$ cat src/rtl/aes_pkg.sv
// Shared types and index helpers for the byte-serial AES SubBytes/ShiftRows stage.
package aes_pkg;

    localparam int AES_BLOCK_BYTES = 16;

    typedef enum logic {
        LOAD  = 1'b0,
        DRAIN = 1'b1
    } fsm_t;

    // Output slot cnt (row r, column c) reads the byte that ShiftRows moves there: row r, column (c + r) mod 4.
    function automatic logic [3:0] shift_rows_idx(input logic [3:0] cnt);
        logic [1:0] row;
        logic [1:0] col;
        row = cnt[1:0];
        col = cnt[3:2] + row;
        return {col, row};
    endfunction

endpackage

$ cat src/rtl/AES_SBox_LUT.sv
// Combinational AES forward S-box as a 256-entry constant table.
module AES_SBox_LUT (
    input  logic [7:0] in,
    output logic [7:0] out
);

    localparam logic [7:0] SBOX_TABLE [256] = '{
        8'h63, 8'h7c, 8'h77, 8'h7b, 8'hf2, 8'h6b, 8'h6f, 8'hc5, 8'h30, 8'h01, 8'h67, 8'h2b, 8'hfe, 8'hd7, 8'hab, 8'h76,
        8'hca, 8'h82, 8'hc9, 8'h7d, 8'hfa, 8'h59, 8'h47, 8'hf0, 8'had, 8'hd4, 8'ha2, 8'haf, 8'h9c, 8'ha4, 8'h72, 8'hc0,
        8'hb7, 8'hfd, 8'h93, 8'h26, 8'h36, 8'h3f, 8'hf7, 8'hcc, 8'h34, 8'ha5, 8'he5, 8'hf1, 8'h71, 8'hd8, 8'h31, 8'h15,
        8'h04, 8'hc7, 8'h23, 8'hc3, 8'h18, 8'h96, 8'h05, 8'h9a, 8'h07, 8'h12, 8'h80, 8'he2, 8'heb, 8'h27, 8'hb2, 8'h75,
        8'h09, 8'h83, 8'h2c, 8'h1a, 8'h1b, 8'h6e, 8'h5a, 8'ha0, 8'h52, 8'h3b, 8'hd6, 8'hb3, 8'h29, 8'he3, 8'h2f, 8'h84,
        8'h53, 8'hd1, 8'h00, 8'hed, 8'h20, 8'hfc, 8'hb1, 8'h5b, 8'h6a, 8'hcb, 8'hbe, 8'h39, 8'h4a, 8'h4c, 8'h58, 8'hcf,
        8'hd0, 8'hef, 8'haa, 8'hfb, 8'h43, 8'h4d, 8'h33, 8'h85, 8'h45, 8'hf9, 8'h02, 8'h7f, 8'h50, 8'h3c, 8'h9f, 8'ha8,
        8'h51, 8'ha3, 8'h40, 8'h8f, 8'h92, 8'h9d, 8'h38, 8'hf5, 8'hbc, 8'hb6, 8'hda, 8'h21, 8'h10, 8'hff, 8'hf3, 8'hd2,
        8'hcd, 8'h0c, 8'h13, 8'hec, 8'h5f, 8'h97, 8'h44, 8'h17, 8'hc4, 8'ha7, 8'h7e, 8'h3d, 8'h64, 8'h5d, 8'h19, 8'h73,
        8'h60, 8'h81, 8'h4f, 8'hdc, 8'h22, 8'h2a, 8'h90, 8'h88, 8'h46, 8'hee, 8'hb8, 8'h14, 8'hde, 8'h5e, 8'h0b, 8'hdb,
        8'he0, 8'h32, 8'h3a, 8'h0a, 8'h49, 8'h06, 8'h24, 8'h5c, 8'hc2, 8'hd3, 8'hac, 8'h62, 8'h91, 8'h95, 8'he4, 8'h79,
        8'he7, 8'hc8, 8'h37, 8'h6d, 8'h8d, 8'hd5, 8'h4e, 8'ha9, 8'h6c, 8'h56, 8'hf4, 8'hea, 8'h65, 8'h7a, 8'hae, 8'h08,
        8'hba, 8'h78, 8'h25, 8'h2e, 8'h1c, 8'ha6, 8'hb4, 8'hc6, 8'he8, 8'hdd, 8'h74, 8'h1f, 8'h4b, 8'hbd, 8'h8b, 8'h8a,
        8'h70, 8'h3e, 8'hb5, 8'h66, 8'h48, 8'h03, 8'hf6, 8'h0e, 8'h61, 8'h35, 8'h57, 8'hb9, 8'h86, 8'hc1, 8'h1d, 8'h9e,
        8'he1, 8'hf8, 8'h98, 8'h11, 8'h69, 8'hd9, 8'h8e, 8'h94, 8'h9b, 8'h1e, 8'h87, 8'he9, 8'hce, 8'h55, 8'h28, 8'hdf,
        8'h8c, 8'ha1, 8'h89, 8'h0d, 8'hbf, 8'he6, 8'h42, 8'h68, 8'h41, 8'h99, 8'h2d, 8'h0f, 8'hb0, 8'h54, 8'hbb, 8'h16
    };

    assign out = SBOX_TABLE[in];

endmodule

$ cat src/rtl/aes_subshift_serial.sv
// Byte-serial AES SubBytes + ShiftRows: loads 16 substituted bytes, then drains them in round order.
module aes_subshift_serial
    import aes_pkg::*;
#(
    parameter bit SHIFT_ROWS = 1'b1
) (
    input  logic       clk,
    input  logic       rst,
    input  logic       flush,
    input  logic       in_valid,
    output logic       in_ready,
    input  logic [7:0] in_data,
    output logic       out_valid,
    input  logic       out_ready,
    output logic [7:0] out_data,
    output logic       out_last,
    output logic       busy
);

    localparam logic [3:0] LAST_IDX = 4'(AES_BLOCK_BYTES - 1);

    fsm_t       r_state;
    logic [3:0] r_cnt;
    logic [7:0] r_buf [AES_BLOCK_BYTES];

    logic       w_in_fire;
    logic       w_out_fire;
    logic [7:0] w_sbox;
    logic [3:0] w_rd_idx;

    AES_SBox_LUT u_sbox (
        .in  (in_data),
        .out (w_sbox)
    );

    assign in_ready   = (r_state == LOAD);
    assign out_valid  = (r_state == DRAIN);
    assign out_last   = out_valid && (r_cnt == LAST_IDX);
    assign busy       = (r_state != LOAD) || (r_cnt != 4'd0);
    assign w_in_fire  = in_valid && in_ready;
    assign w_out_fire = out_valid && out_ready;
    assign w_rd_idx   = SHIFT_ROWS ? shift_rows_idx(r_cnt) : r_cnt;
    assign out_data   = out_valid ? r_buf[w_rd_idx] : 8'h00;

    // Flush outranks any same-cycle transfer; cnt wraps naturally at 16.
    always_ff @(posedge clk or posedge rst) begin
        if (rst) begin
            r_state <= LOAD;
            r_cnt   <= 4'd0;
        end else if (flush) begin
            r_state <= LOAD;
            r_cnt   <= 4'd0;
        end else if (r_state == LOAD) begin
            if (w_in_fire) begin
                r_cnt <= r_cnt + 4'd1;
                if (r_cnt == LAST_IDX) r_state <= DRAIN;
            end
        end else begin
            if (w_out_fire) begin
                r_cnt <= r_cnt + 4'd1;
                if (r_cnt == LAST_IDX) r_state <= LOAD;
            end
        end
    end

    // NOTE: the data buffer has no reset; every slot is rewritten before it is read, so resetting it only costs logic.
    always_ff @(posedge clk) begin
        if (w_in_fire && !flush) r_buf[r_cnt] <= w_sbox;
    end

endmodule

$ cat config.mk
export PLATFORM = sky130hd
export DESIGN_NAME = aes_subshift_serial
export DESIGN_NICKNAME = d
export VERILOG_FILES = /design/src/rtl/aes_pkg.sv /design/src/rtl/AES_SBox_LUT.sv /design/src/rtl/aes_subshift_serial.sv
export SDC_FILE = /design/constraint.sdc
export NUM_CORES = 1
export LEC_CHECK = 0
export CORE_ASPECT_RATIO = 1.1
export CORE_MARGIN = 1.5
export CORE_UTILIZATION = 65
export DETAILED_ROUTE_END_ITERATION = 8
export PLACE_DENSITY = 0.93
export SYNTH_ARGS = -nofsm -noshare
export SYNTH_HDL_FRONTEND = slang
export SYNTH_SLANG_ARGS = --single-unit
$ cat constraint.sdc
create_clock -name clk -period 6.75 [get_ports clk]
set_input_delay 1.0125 -clock clk [delete_from_list [all_inputs] [get_ports clk]]
set_output_delay 1.0125 -clock clk [all_outputs]
set_load 0.03 [all_outputs]
# Word level (Yosys, flattened, before mapping)
# Memory sizes are Yosys's and may differ from the RTL's.
# Index checks and enable logic that the tools add are counted.
# word_totals
mem_count	2
rom_bits	2048
ram_bits	128
regBits	5
# memory_table
name	depth	word_bits	rd	rd_clocked_by_memory_dff	wr	line_no	rtl
(name not given)	256	8	1	0	0	AES_SBox_LUT.sv:26	assign out = SBOX_TABLE[in];
r_buf	16	8	1	0	1	aes_subshift_serial.sv:24	logic [7:0] r_buf [AES_BLOCK_BYTES];
# classes
magnitude_cmp	1
n_bitwise	2
eq_ne	2
muxes	15
n_reduce_logical	9
add_sub_neg	2
# op_table
cell	count
$mux W8	3
$mux W4	4
$ge A9 B9 Y1 const B	1
$not A8 Y9	1
$mux W1	8
$add A4 B1 Y4 const B	1
$eq A4 B4 Y1 const B	1
$logic_and A1 B1 Y1	4
$reduce_bool A4 Y1	1
$ne A3 B2 Y1 const B	1
$reduce_bool A3 Y1	1
$add A2 B2 Y2	1
$reduce_and A2 Y1	1
$logic_not A1 Y1	1
$logic_or A1 B1 Y1	1
$not A1 Y1	1

# Longest topological paths before layout
# logic_depth
depth_word	5
mapped_depth	12

# Hierarchy
# Synthesis repeated with hierarchy kept, for this count alone.
# hier_totals
cells_unflattened	770
hier_area_um2	8499.4
# modules_own_cells
mod	area_each_um2	n_inst	seq_area_each_um2	cells_each
aes_subshift_serial	5320.1	1	3968.8	263
AES_SBox_LUT	3179.3	1	0.0	507

# Least setup slack after synthesis
# Ideal clock, no wire load.
# synth_path
path_kind	input to register
startpoint	input port in_data[0]
endpoint	memory r_buf[0][4] (data pin)
path_slack_ns	2.713
setup_time_ns	0.346
arrival_ns	3.692
path_stages	12
required_time_ns	6.404
path_cell_list	buf_2 -> clkbuf_1 -> inv_1 -> ha_1 -> buf_2 -> and2_1 -> clkbuf_2 -> o311ai_1 -> o21ai_1 -> a221oi_1 -> nor2b_1 -> o32ai_1
# synth_between
elab_chain_cells	4
# synth_rtl
element	line_no	rtl
start: declaration	aes_subshift_serial.sv:12	input logic [7:0] in_data,
$not A8 Y9 (not written as such)	AES_SBox_LUT.sv:26	
$mem_v2 Z256 W8	n/a	
$mux W8 (not written as such) (2 in a row)	AES_SBox_LUT.sv:26	
via u_sbox.out[4]	AES_SBox_LUT.sv:4	output logic [7:0] out
end: declaration	aes_subshift_serial.sv:24	
# The timed path passes the listed nets, and every way through them passes these cells. The select of a mux whose other input is x is not followed.

# Final worst setup path
# layout_path
startpoint	input port in_data[0]
endpoint	memory r_buf[13][1] (data pin)
# The elaborated chain is that of the path after synthesis.

==> results.md <==
- complete, no violations — status
- 23 — largest driver fanout on the critical path
- flip-flop — CP Capture Type
- 0.194 mV — largest vdd supply drop
- 8660 µm² — cell area after synthesis
- 9.33% — area added between synthesis and finish
- 4270 µm² — area of the multi-input gates
- 14.6% — basic-gate share of the synthesized area counting and, or, nand and nor cells
- 93 — pin count of the biggest net entering global routing
- 0.895% — Post-Synth XOR/XNOR Area
- 4 — CTS HTree Levels
- 815 — net count of the finished layout
- 806 — Post-Synthesis Cells
- 11.1% — multiplexer fraction of the synthesized cell area
- 13,100 µm² — floorplan core area
- 5060 ps — Worst EP arrival
- input port — startpoint types
- 2 — worst-case clock buffer depth
- 3.09 nW — static leakage
- in2reg — Crit Path Category
- 0.200 GHz — highest clock frequency the design can meet
- 47,200 µm — global-route wire length before repair
- 74.2% — portion of the clock cycle consumed by the worst path in the final layout
- 25 — Top-Level Pins
- 839 — syn_nets
- 1750 ps — setup slack at placement
- 0 — global route overflow
- 19.3% — compound-gate portion of the synthesized area
- 3970 µm² — sequential standard cell area
- 10,000 µm — met1 wire length
- 14.7% — layout cell share with drive strength beyond 1
- 124 µm — vertical extent of the die
- r_cnt[0] — beginning of the worst register-to-register path
- 60 ps — register clock-pin slew on the reported worst setup and hold paths
- 14,000 µm² — Die Area
- 0 — number of nets with antenna violations after detailed routing
- sky130_fd_sc_hd__edfxtp_1, sky130_fd_sc_hd__mux4_2, sky130_fd_sc_hd__o21ai_0 — cell types with the largest area share after synthesis
- 0 — Max Transition Viols Final
- 11.5% — relative slew slack
- 19,900 µm — Post-DP HPWL
- 5010 ps — time the worst path needs with I/O delays and setup
- 0 — number of buffers inserted by hold repair at cts
- 14,500 µm — Routed met2 length
- 1320 ps — transition time at the pin with the least slew margin
- 0 ps — summed negative setup slack over all endpoints
- sky130_fd_sc_hd__edfxtp_1 — dominant cell by count in the synthesized netlist
- met4 — uppermost metal layer occupied by signal nets
- 33.8 µm — WL per Instance
- 0 — PostCTS Resize Cnt
- in_data[0] — Crit. Startpoint
- 113 µm — die outline width
- 17 — number of buffers added by the clock tree synthesis step
- 9 — number of detailed-route iterations in the first pass
- 0 — detailed-route DRC error count
- 0 — diode count
- 0 — Synthesis Warnings
- 73 — distinct cell type count of the synthesized netlist
- 24 — I/O Buffers
- 6800 ps — required time of the worst setup path
- 10.8 µm² — synthesized area per cell
- 45.8% — share of synthesized area occupied by flip-flops and latches
- 410 ps — clock latency of the later-clocked register in the worst-skew pair
- 0 — final number of setup-violating endpoints
- sky130_fd_sc_hd__edfxtp_1 — library cell with the largest summed area after synthesis
- 4610 µm — detailed route wirelength on metal3
- 44.4% — proportion of netlist area held by the largest area contributor
- compound AO/OA/AOI/OAI gates — combinational family with the most area after synthesis
- 1.16 — weighted congestion reported at the end of routability-driven placement
- 0 — number of antenna violations at the first check in global routing
- 12.9 ps — Layout Skew
- sky130_fd_sc_hd__edfxtp_1 — top_reg_cell synth
- 8.25 — Avg Vias per Cell
- 66.1% — Starting Density
- 855 — filler cell count in the final layout
- 3.76% — ys async rst share
- in2async — classification of the worst-slack hold path
- 47.1% — total global routing track utilization
- 7,889 — routed vias
- 133 — Sinks on Clock Net
- 0 — setup bufs post-CTS
- sky130_fd_sc_hd__clkbuf_16 — root buf cell
- 0 — final hold violation count
- 2.89% — adder-cell share of the synthesized area
- no — setup repair after global routing missed its margin
- 1,757 — first-iteration detailed-routing DRC count
- 7,369 — vias in the first global route
- sky130_fd_sc_hd__edfxtp_1, sky130_fd_sc_hd__nor2_1, sky130_fd_sc_hd__o21ai_0, sky130_fd_sc_hd__nand2_1, sky130_fd_sc_hd__a21oi_1 — most frequent cells after synthesis
- 247 nW/µm² — total power divided by cell area
- 133 — number of synthesized register bits
- 32,300 µm — final routed wirelength across all metal layers
- 128 — Post-synth EDFFs
- 1740 ps — PnR worst setup slack
- 44 — Std-Cell Rows
- yes — CTS tree
- 0 — number of max-capacitance violations reported
-- stage by stage --
stage / hold slack (ps) / instance area (µm²) / std cells / util [%] / total power, mW
floorplan: 677 / 8660 / 806 / - / 1.25
global placement: 796 / 8850 / 923 / 67.5 / 1.36
detailed placement: 838 / 8850 / 923 / 67.5 / 1.36
CTS: 806 / 9470 / 955 / 72.2 / 2.31
global route: 852 / 9470 / 956 / 72.3 / 2.38
finish: 806 / 9470 / 956 / 72.3 / 2.34
-- cells by family after synthesis --
| group | count (synthesis) |
|---|---|
| AOI/OAI and AO/OA | 248 |
| xor gates and xnor gates | 8 |
| adders and majority gates | 20 |
| buffers and inverters | 99 |
| DFF | 133 |
| muxes | 46 |
| and+or+nand+nor | 252 |
-- worst max-delay path, cell delays in order --
cell and delay (ps):
sky130_fd_sc_hd__clkdlybuf4s50_1 450, sky130_fd_sc_hd__buf_4 250, sky130_fd_sc_hd__inv_1 170, sky130_fd_sc_hd__ha_1 810
sky130_fd_sc_hd__nor2b_1 370, sky130_fd_sc_hd__nor3_1 540, sky130_fd_sc_hd__a211oi_1 120, sky130_fd_sc_hd__o31ai_1 280
sky130_fd_sc_hd__a221oi_1 100, sky130_fd_sc_hd__o311ai_2 940
-- power by group --
part | internal (mW) | switching (mW) | total, mW
Combinational | 0.146 | 0.291 | 0.437
Clock | 0.610 | 0.353 | 0.963
Sequential | 0.939 | 0.00381 | 0.943
-- registers in the layout, summed over array words and instances (netlist names) --
signal and count:
out_valid 1, r_buf 128, r_cnt 4
-- routing by layer --
metal	vias up	GRT usage [%]
met5	-	0
met4	0	35.8
met3	293	15.3
met2	907	74.7
met1	3585	53.5
li1	3104	-
-- final timing paths --
path | endpoint | slack [ps] | cells past startpoint
max | r_buf[13][1] | 1740 | 10
min | r_cnt[0] | 810 | 2
max reg2reg | r_buf[11][0] | 3840 | 4
min reg2reg | out_valid | 960 | 3
max in group asynchronous | r_cnt[0] | 5740 | 2
min in group clk | out_valid | 960 | 3
-- layout by cell type, fill, tap and decap left out, types with 12 or more instances in the layout --
cell type and instances:
sky130_fd_sc_hd__a211oi_1 14, sky130_fd_sc_hd__a21oi_1 50, sky130_fd_sc_hd__a31oi_1 12, sky130_fd_sc_hd__and2_1 16
sky130_fd_sc_hd__buf_4 18, sky130_fd_sc_hd__clkbuf_16 17, sky130_fd_sc_hd__clkdlybuf4s50_1 21, sky130_fd_sc_hd__edfxtp_1 128
sky130_fd_sc_hd__ha_1 20, sky130_fd_sc_hd__inv_1 13, sky130_fd_sc_hd__mux4_2 40, sky130_fd_sc_hd__nand2_1 53
sky130_fd_sc_hd__nand2b_1 20, sky130_fd_sc_hd__nand3_1 21, sky130_fd_sc_hd__nor2_1 60, sky130_fd_sc_hd__nor2b_1 21
sky130_fd_sc_hd__nor3_1 21, sky130_fd_sc_hd__o211ai_1 12, sky130_fd_sc_hd__o21ai_0 56
-- layout make-up --
class / count / area share (%)
Inverter: 15 / 0.594
Tap cell: 161 / 2.13
Clock inverter: 12 / 1.60
Timing Repair Buffer: 41 / 3.75
Clock buffer: 20 / 4.93
Sequential cell: 133 / 41.9
Multi-Input combinational cell: 574 / 45.1
Power figures use the tool's default switching activity.
